## src/rtl/add_sub_unit_pkg.sv

```systemverilog
// ---------------------------------------------------------------------------
// add_sub_unit_pkg
// Shared constants for the add/subtract ALU primitive.
//   ALU_WIDTH : default operand/result width
//   OP_ADD    : sub control value selecting a+b
//   OP_SUB    : sub control value selecting a-b
//   is_zero   : helper used for the zero status flag
// ---------------------------------------------------------------------------
package add_sub_unit_pkg;

  localparam int ALU_WIDTH = 4;

  localparam logic OP_ADD = 1'b0;
  localparam logic OP_SUB = 1'b1;

  // True when every bit of a 32-bit-max vector (masked to width w) is clear.
  function automatic logic is_zero(input logic [31:0] v, input int w);
    logic [31:0] mask;
    mask = (w >= 32) ? 32'hFFFF_FFFF : ((32'd1 << w) - 32'd1);
    return ((v & mask) == 32'd0);
  endfunction

endpackage

```

## src/rtl/add_sub_unit_rca.sv

```systemverilog
// ---------------------------------------------------------------------------
// ripple_carry_adder
// Plain ripple chain of full adders.
//   x, y     : WIDTH-bit addends
//   cin      : carry into bit 0
//   sum      : WIDTH-bit sum (modulo 2^WIDTH)
//   cout     : carry out of the MSB
//   c_msb_in : carry into the MSB (paired with cout to detect signed overflow)
// ---------------------------------------------------------------------------
module ripple_carry_adder
  import add_sub_unit_pkg::*;
#(
  parameter int WIDTH = ALU_WIDTH
) (
  input  logic [WIDTH-1:0] x,
  input  logic [WIDTH-1:0] y,
  input  logic             cin,
  output logic [WIDTH-1:0] sum,
  output logic             cout,
  output logic             c_msb_in
);

  // carry[i] is the carry into bit i; carry[WIDTH] is the final carry out.
  logic [WIDTH:0] carry;

  assign carry[0] = cin;

  for (genvar i = 0; i < WIDTH; i++) begin : g_fa
    assign sum[i]       = x[i] ^ y[i] ^ carry[i];
    assign carry[i + 1] = (x[i] & y[i]) | (carry[i] & (x[i] ^ y[i]));
  end

  assign cout     = carry[WIDTH];
  assign c_msb_in = carry[WIDTH-1];

endmodule

```

## src/rtl/add_sub_unit.sv

```systemverilog
// ---------------------------------------------------------------------------
// add_sub_unit
// Registered two's-complement adder/subtractor with status flags, latency 1.
//   clk       : rising-edge clock
//   rst_n     : asynchronous active-low reset (clears results and flags)
//   in_valid  : operands valid this cycle
//   sub       : 0 -> a+b, 1 -> a-b
//   a, b      : WIDTH-bit two's-complement operands
//   out_valid : result registers hold a new result
//   s         : sum/difference modulo 2^WIDTH
//   ovf       : signed overflow
//   cout      : carry out of MSB (in subtract mode, 1 means no borrow)
//   zero      : s == 0
//   neg       : s[WIDTH-1]
// ---------------------------------------------------------------------------
module add_sub_unit
  import add_sub_unit_pkg::*;
#(
  parameter int WIDTH = ALU_WIDTH
) (
  input  logic             clk,
  input  logic             rst_n,
  input  logic             in_valid,
  input  logic             sub,
  input  logic [WIDTH-1:0] a,
  input  logic [WIDTH-1:0] b,
  output logic             out_valid,
  output logic [WIDTH-1:0] s,
  output logic             ovf,
  output logic             cout,
  output logic             zero,
  output logic             neg
);

  logic [WIDTH-1:0] bx;
  logic             cin;
  logic [WIDTH-1:0] s_c;
  logic             cout_c;
  logic             c_msb_in_c;
  logic             ovf_c;
  logic             zero_c;
  logic [31:0]      s_ext;

  // Subtraction is a + ~b + 1: the same control inverts b and injects the +1.
  assign cin = (sub == OP_SUB);
  assign bx  = b ^ {WIDTH{cin}};

  ripple_carry_adder #(
    .WIDTH (WIDTH)
  ) u_rca (
    .x        (a),
    .y        (bx),
    .cin      (cin),
    .sum      (s_c),
    .cout     (cout_c),
    .c_msb_in (c_msb_in_c)
  );

  // Signed overflow: carry into the MSB disagrees with carry out of it.
  assign ovf_c = c_msb_in_c ^ cout_c;

  always_comb begin
    s_ext             = '0;
    s_ext[WIDTH-1:0]  = s_c;
  end

  assign zero_c = is_zero(s_ext, WIDTH);

  // ---- stage p0 -> p1 : result and flag registers ----
  logic             vld_p1;
  logic [WIDTH-1:0] s_p1;
  logic             ovf_p1;
  logic             cout_p1;
  logic             zero_p1;
  logic             neg_p1;

  always_ff @(posedge clk or negedge rst_n) begin
    if (!rst_n) begin
      vld_p1  <= 1'b0;
      s_p1    <= '0;
      ovf_p1  <= 1'b0;
      cout_p1 <= 1'b0;
      zero_p1 <= 1'b0;
      neg_p1  <= 1'b0;
    end else begin
      vld_p1 <= in_valid;
      // Results hold their last value on idle cycles.
      if (in_valid) begin
        s_p1    <= s_c;
        ovf_p1  <= ovf_c;
        cout_p1 <= cout_c;
        zero_p1 <= zero_c;
        neg_p1  <= s_c[WIDTH-1];
      end
    end
  end

  assign out_valid = vld_p1;
  assign s         = s_p1;
  assign ovf       = ovf_p1;
  assign cout      = cout_p1;
  assign zero      = zero_p1;
  assign neg       = neg_p1;

endmodule

```

## config.mk

```make
export PLATFORM = sky130hd
export DESIGN_NAME = add_sub_unit
export DESIGN_NICKNAME = d
export VERILOG_FILES = /design/src/rtl/add_sub_unit_pkg.sv /design/src/rtl/add_sub_unit_rca.sv /design/src/rtl/add_sub_unit.sv
export SDC_FILE = /design/constraint.sdc
export NUM_CORES = 1
export LEC_CHECK = 0
export BUFFER_PORTS_ARGS = -buffer_cell sky130_fd_sc_hd__buf_2
export CORE_AREA = 4 4 41 43
export DETAILED_ROUTE_END_ITERATION = 6
export DIE_AREA = 0 0 45 47
export PLACE_DENSITY = 0.65
export SLEW_MARGIN = 30
export SYNTH_ARGS = -nofsm -noshare
export SYNTH_HDL_FRONTEND = slang
export SYNTH_SLANG_ARGS = --single-unit
```

## constraint.sdc

```tcl
create_clock -name clk -period 0.8 [get_ports clk]
set_input_delay 0.16 -clock clk [delete_from_list [all_inputs] [get_ports clk]]
set_output_delay 0.16 -clock clk [all_outputs]
set_load 0.05 [all_outputs]
```

==> results.cfg <==
[clock_tree]
number_of_buffers_added_by_the_clock_tree_synthesis_step = 3
clkTransAtPathRegs_ps = 50
cts.sink_count = 8
clock-root-buffer = clkbuf_4
clkLatencyLatePin_ps = 240
ctsLongestPathBuffers = 2
h_tree_levels = 1
cts_tree = yes

[logic_synthesis]
synth.ff_latch_count = 8
synth_largest_type_area_fraction = 0.440
most_repeated_cell_in_the_gate_level_netlist_after_synthesis = dfrtp_1
synth_seq_area_share = 0.440
netlist-cell-type-count = 12
synth-warning-count = 0
synthesis.area_per_instance_um2 = 14.2
syn-instance-count = 32
synth.top_cells.by_count = 8 x dfrtp_1, 5 x inv_1, 5 x mux2_4, 3 x fa_1, 3 x xor2_1
synth_async_sr_flop_share = 1.00
synth_top_cells_by_area = dfrtp_1 44%, mux2_4 16%, fa_1 13%
mappedNetlistArea_um2 = 455
synth_top_area_cell = dfrtp_1
synth_enable_flop_cells = 0
dominantRegCellSynth = dfrtp_1
mappedNetlistNets = 47

[cells_and_area]
antenna-diode-count = 0
final_cell_area_um2 = 757
layout.nets = 82
synthToLayoutAreaGrowth_pct = 66.2
fin_util = 0.582
final_layout_size_suffix_gt1_frac = 0.712

[detailed_routing]
routed_via_count_divided_by_cell_count = 4.32
wl_per_cell_um = 10.3
num_vias = 350
drtIter0Drc = 1
drc = 0
drt-pass1-iter-count = 2
detail-route-antenna-nets = 0
finalWirelength_um = 836

[sta]
setup_slack_ps = -977
top_achievable_clock_speed_mhz = 563
clock_skew_ps = 0
slew_viol_final = 0
rsz0062_at_grt = true
setup-tns-final_ps = -5990
timing_worst_slew_pin_value_ps = 204
hold_viol = 0
period_needed_ps = 1780
whs_ps = 144
final_min_period_over_clock_period = 2.22
timing.slew.headroom = 0.863
setup_viol = 15

[status]
violations = negative setup slack
run_status = complete, but fails checks

[global_route]
global_route.usage.total = 0.101
globalRouteMet3Util = 0.0230
antenna_found_initial = 0
grtUsageMet1 = 0.109
top_usage_layer = met2
wire_length_of_the_first_global_routing_pass_mm = 1.44
maximum_number_of_pins_on_one_net_before_global_route_repair = 9
globalRouteOverflowTotal = 0
use_met2 = 0.158
first_global_vias = 358

[worst_setup_path]
endpoint_kind_of_the_worst_setup_timing_path = flip-flop
timing.critical_path.fanout_max = 2
timing_worst_setup_path_type = primary input to flip-flop
timing.critical_path.from_type = primary input
r2r_setup_slack_ps = -130
crit_required_ps = 930
worstPathArrival_ps = 1910

[floorplanning]
design.die.area_um2 = 2120
die_span_y_um = 47
core_region_area_um2 = 1300
boundaryPins = 21
rows = 13
starting_density_of_the_core = 0.350
floorplan.die.width_um = 45

[run]
max-cap-violations = 0

[place]
place_hpwl_um = 675
placed_cell_area_um2 = 607
portBuffers = 20
gp_routability_congestion = 0.572

[pwr]
share_comb_of_total_power = 0.544
p_sw_frac = 0.394
peakVddDrop_mv = 0.840
power_per_cell_area_nw_per_um2 = 2590
power.internal_mw = 1.19
clkPwrFrac = 0.167
p_seq_frac = 0.289
switching_power_mw = 0.773
static-leakage-power_nw = 0.383

[min_path]
hold_path.class = primary input to flip-flop
-- sequential cells by signal (all words and copies together) (netlist names) --
name,count
s,4
ovf,1
out_valid,1
zero,1
cout,1
-- timing repair --
item,4_1_cts,5_1_grt
hold buffers,1,0
resized for setup,20,0
endpoints found under the hold margin,8,0
setup buffers,4,2
pin swaps,3,2
endpoints found under the setup margin,15,16
-- critical path, stage by stage --
cell,delay [ps]
buf_6,90
mux2_4,290
fa_2,330
inv_2,60
fa_2,200
inv_2,40
fa_2,340
xnor2_1,130
mux2_4,250
-- worst paths after layout --
check | endpoint | depth (start not counted) | start
worst min register to register | s[0]$_DFFE_PN0P_ | 1 | s[0]$_DFFE_PN0P_
worst min-delay path | out_valid$_DFF_PN0_ | 1 | in_valid
min in group asynchronous | s[1]$_DFFE_PN0P_ | 2 | rst_n
worst max register to register | s[3]$_DFFE_PN0P_ | 2 | s[3]$_DFFE_PN0P_
max in group asynchronous | s[0]$_DFFE_PN0P_ | 2 | rst_n
worst max-delay path | ovf$_DFFE_PN0P_ | 9 | b[0]
-- layer usage --
metal | routed length (um) | vias up
met4 | 19 | 0
met2 | 416 | 16
met5 | 0 | -
met1 | 330 | 162
met3 | 69 | 2
li1 | - | 170
-- cells by family after synthesis --
kind of cell	synth area share
DFF	0.440
buffers and inverters	0.0824
muxes	0.212
xor gates and xnor gates	0.0962
adders and majority gates	0.132
AOI/OAI and AO/OA	0.0137
and+or+nand+nor	0.0247
-- power groups by stage --
stage | logic (mW) | clock network [mW] | registers (mW)
3_3_place_gp | 0.827 | 0 | 0.551
2_1_floorplan | 0.355 | 0 | 0.877
5_1_grt | 1.13 | 0.376 | 0.584
6_report | 1.07 | 0.327 | 0.568
3_5_place_dp | 0.839 | 0 | 0.555
4_1_cts | 1.04 | 0.342 | 0.571
-- layout by cell type, fill, tap and decap left out, types with 2 or more instances in the layout --
cell type   n
buf_2       9
buf_4      11
buf_6      11
clkbuf_4    3
dfrtp_1     6
dfrtp_2     2
fa_2        3
inv_1       3
inv_2       2
mux2_4      6
xnor2_1     2
xor2_1      3
-- final cells by class --
cell class                      count  area [um^2]
Fill cell                         116          544
Multi-Input combinational cell     17          229
Tap cell                           15         18.8
Clock buffer                        4         26.3
Sequential cell                     8          203
Inverter                            5         18.8
Timing Repair Buffer               32          262
-- through the flow --
step	instances	worst slack [ps]	power (mW)
after floorplan	32	-1110	1.23
after global placement	70	-1270	1.38
after detailed placement	70	-1280	1.39
after CTS	79	-973	1.96
after global routing	81	-1010	2.09
final	81	-977	1.96
(Power assumes the default switching activity.)
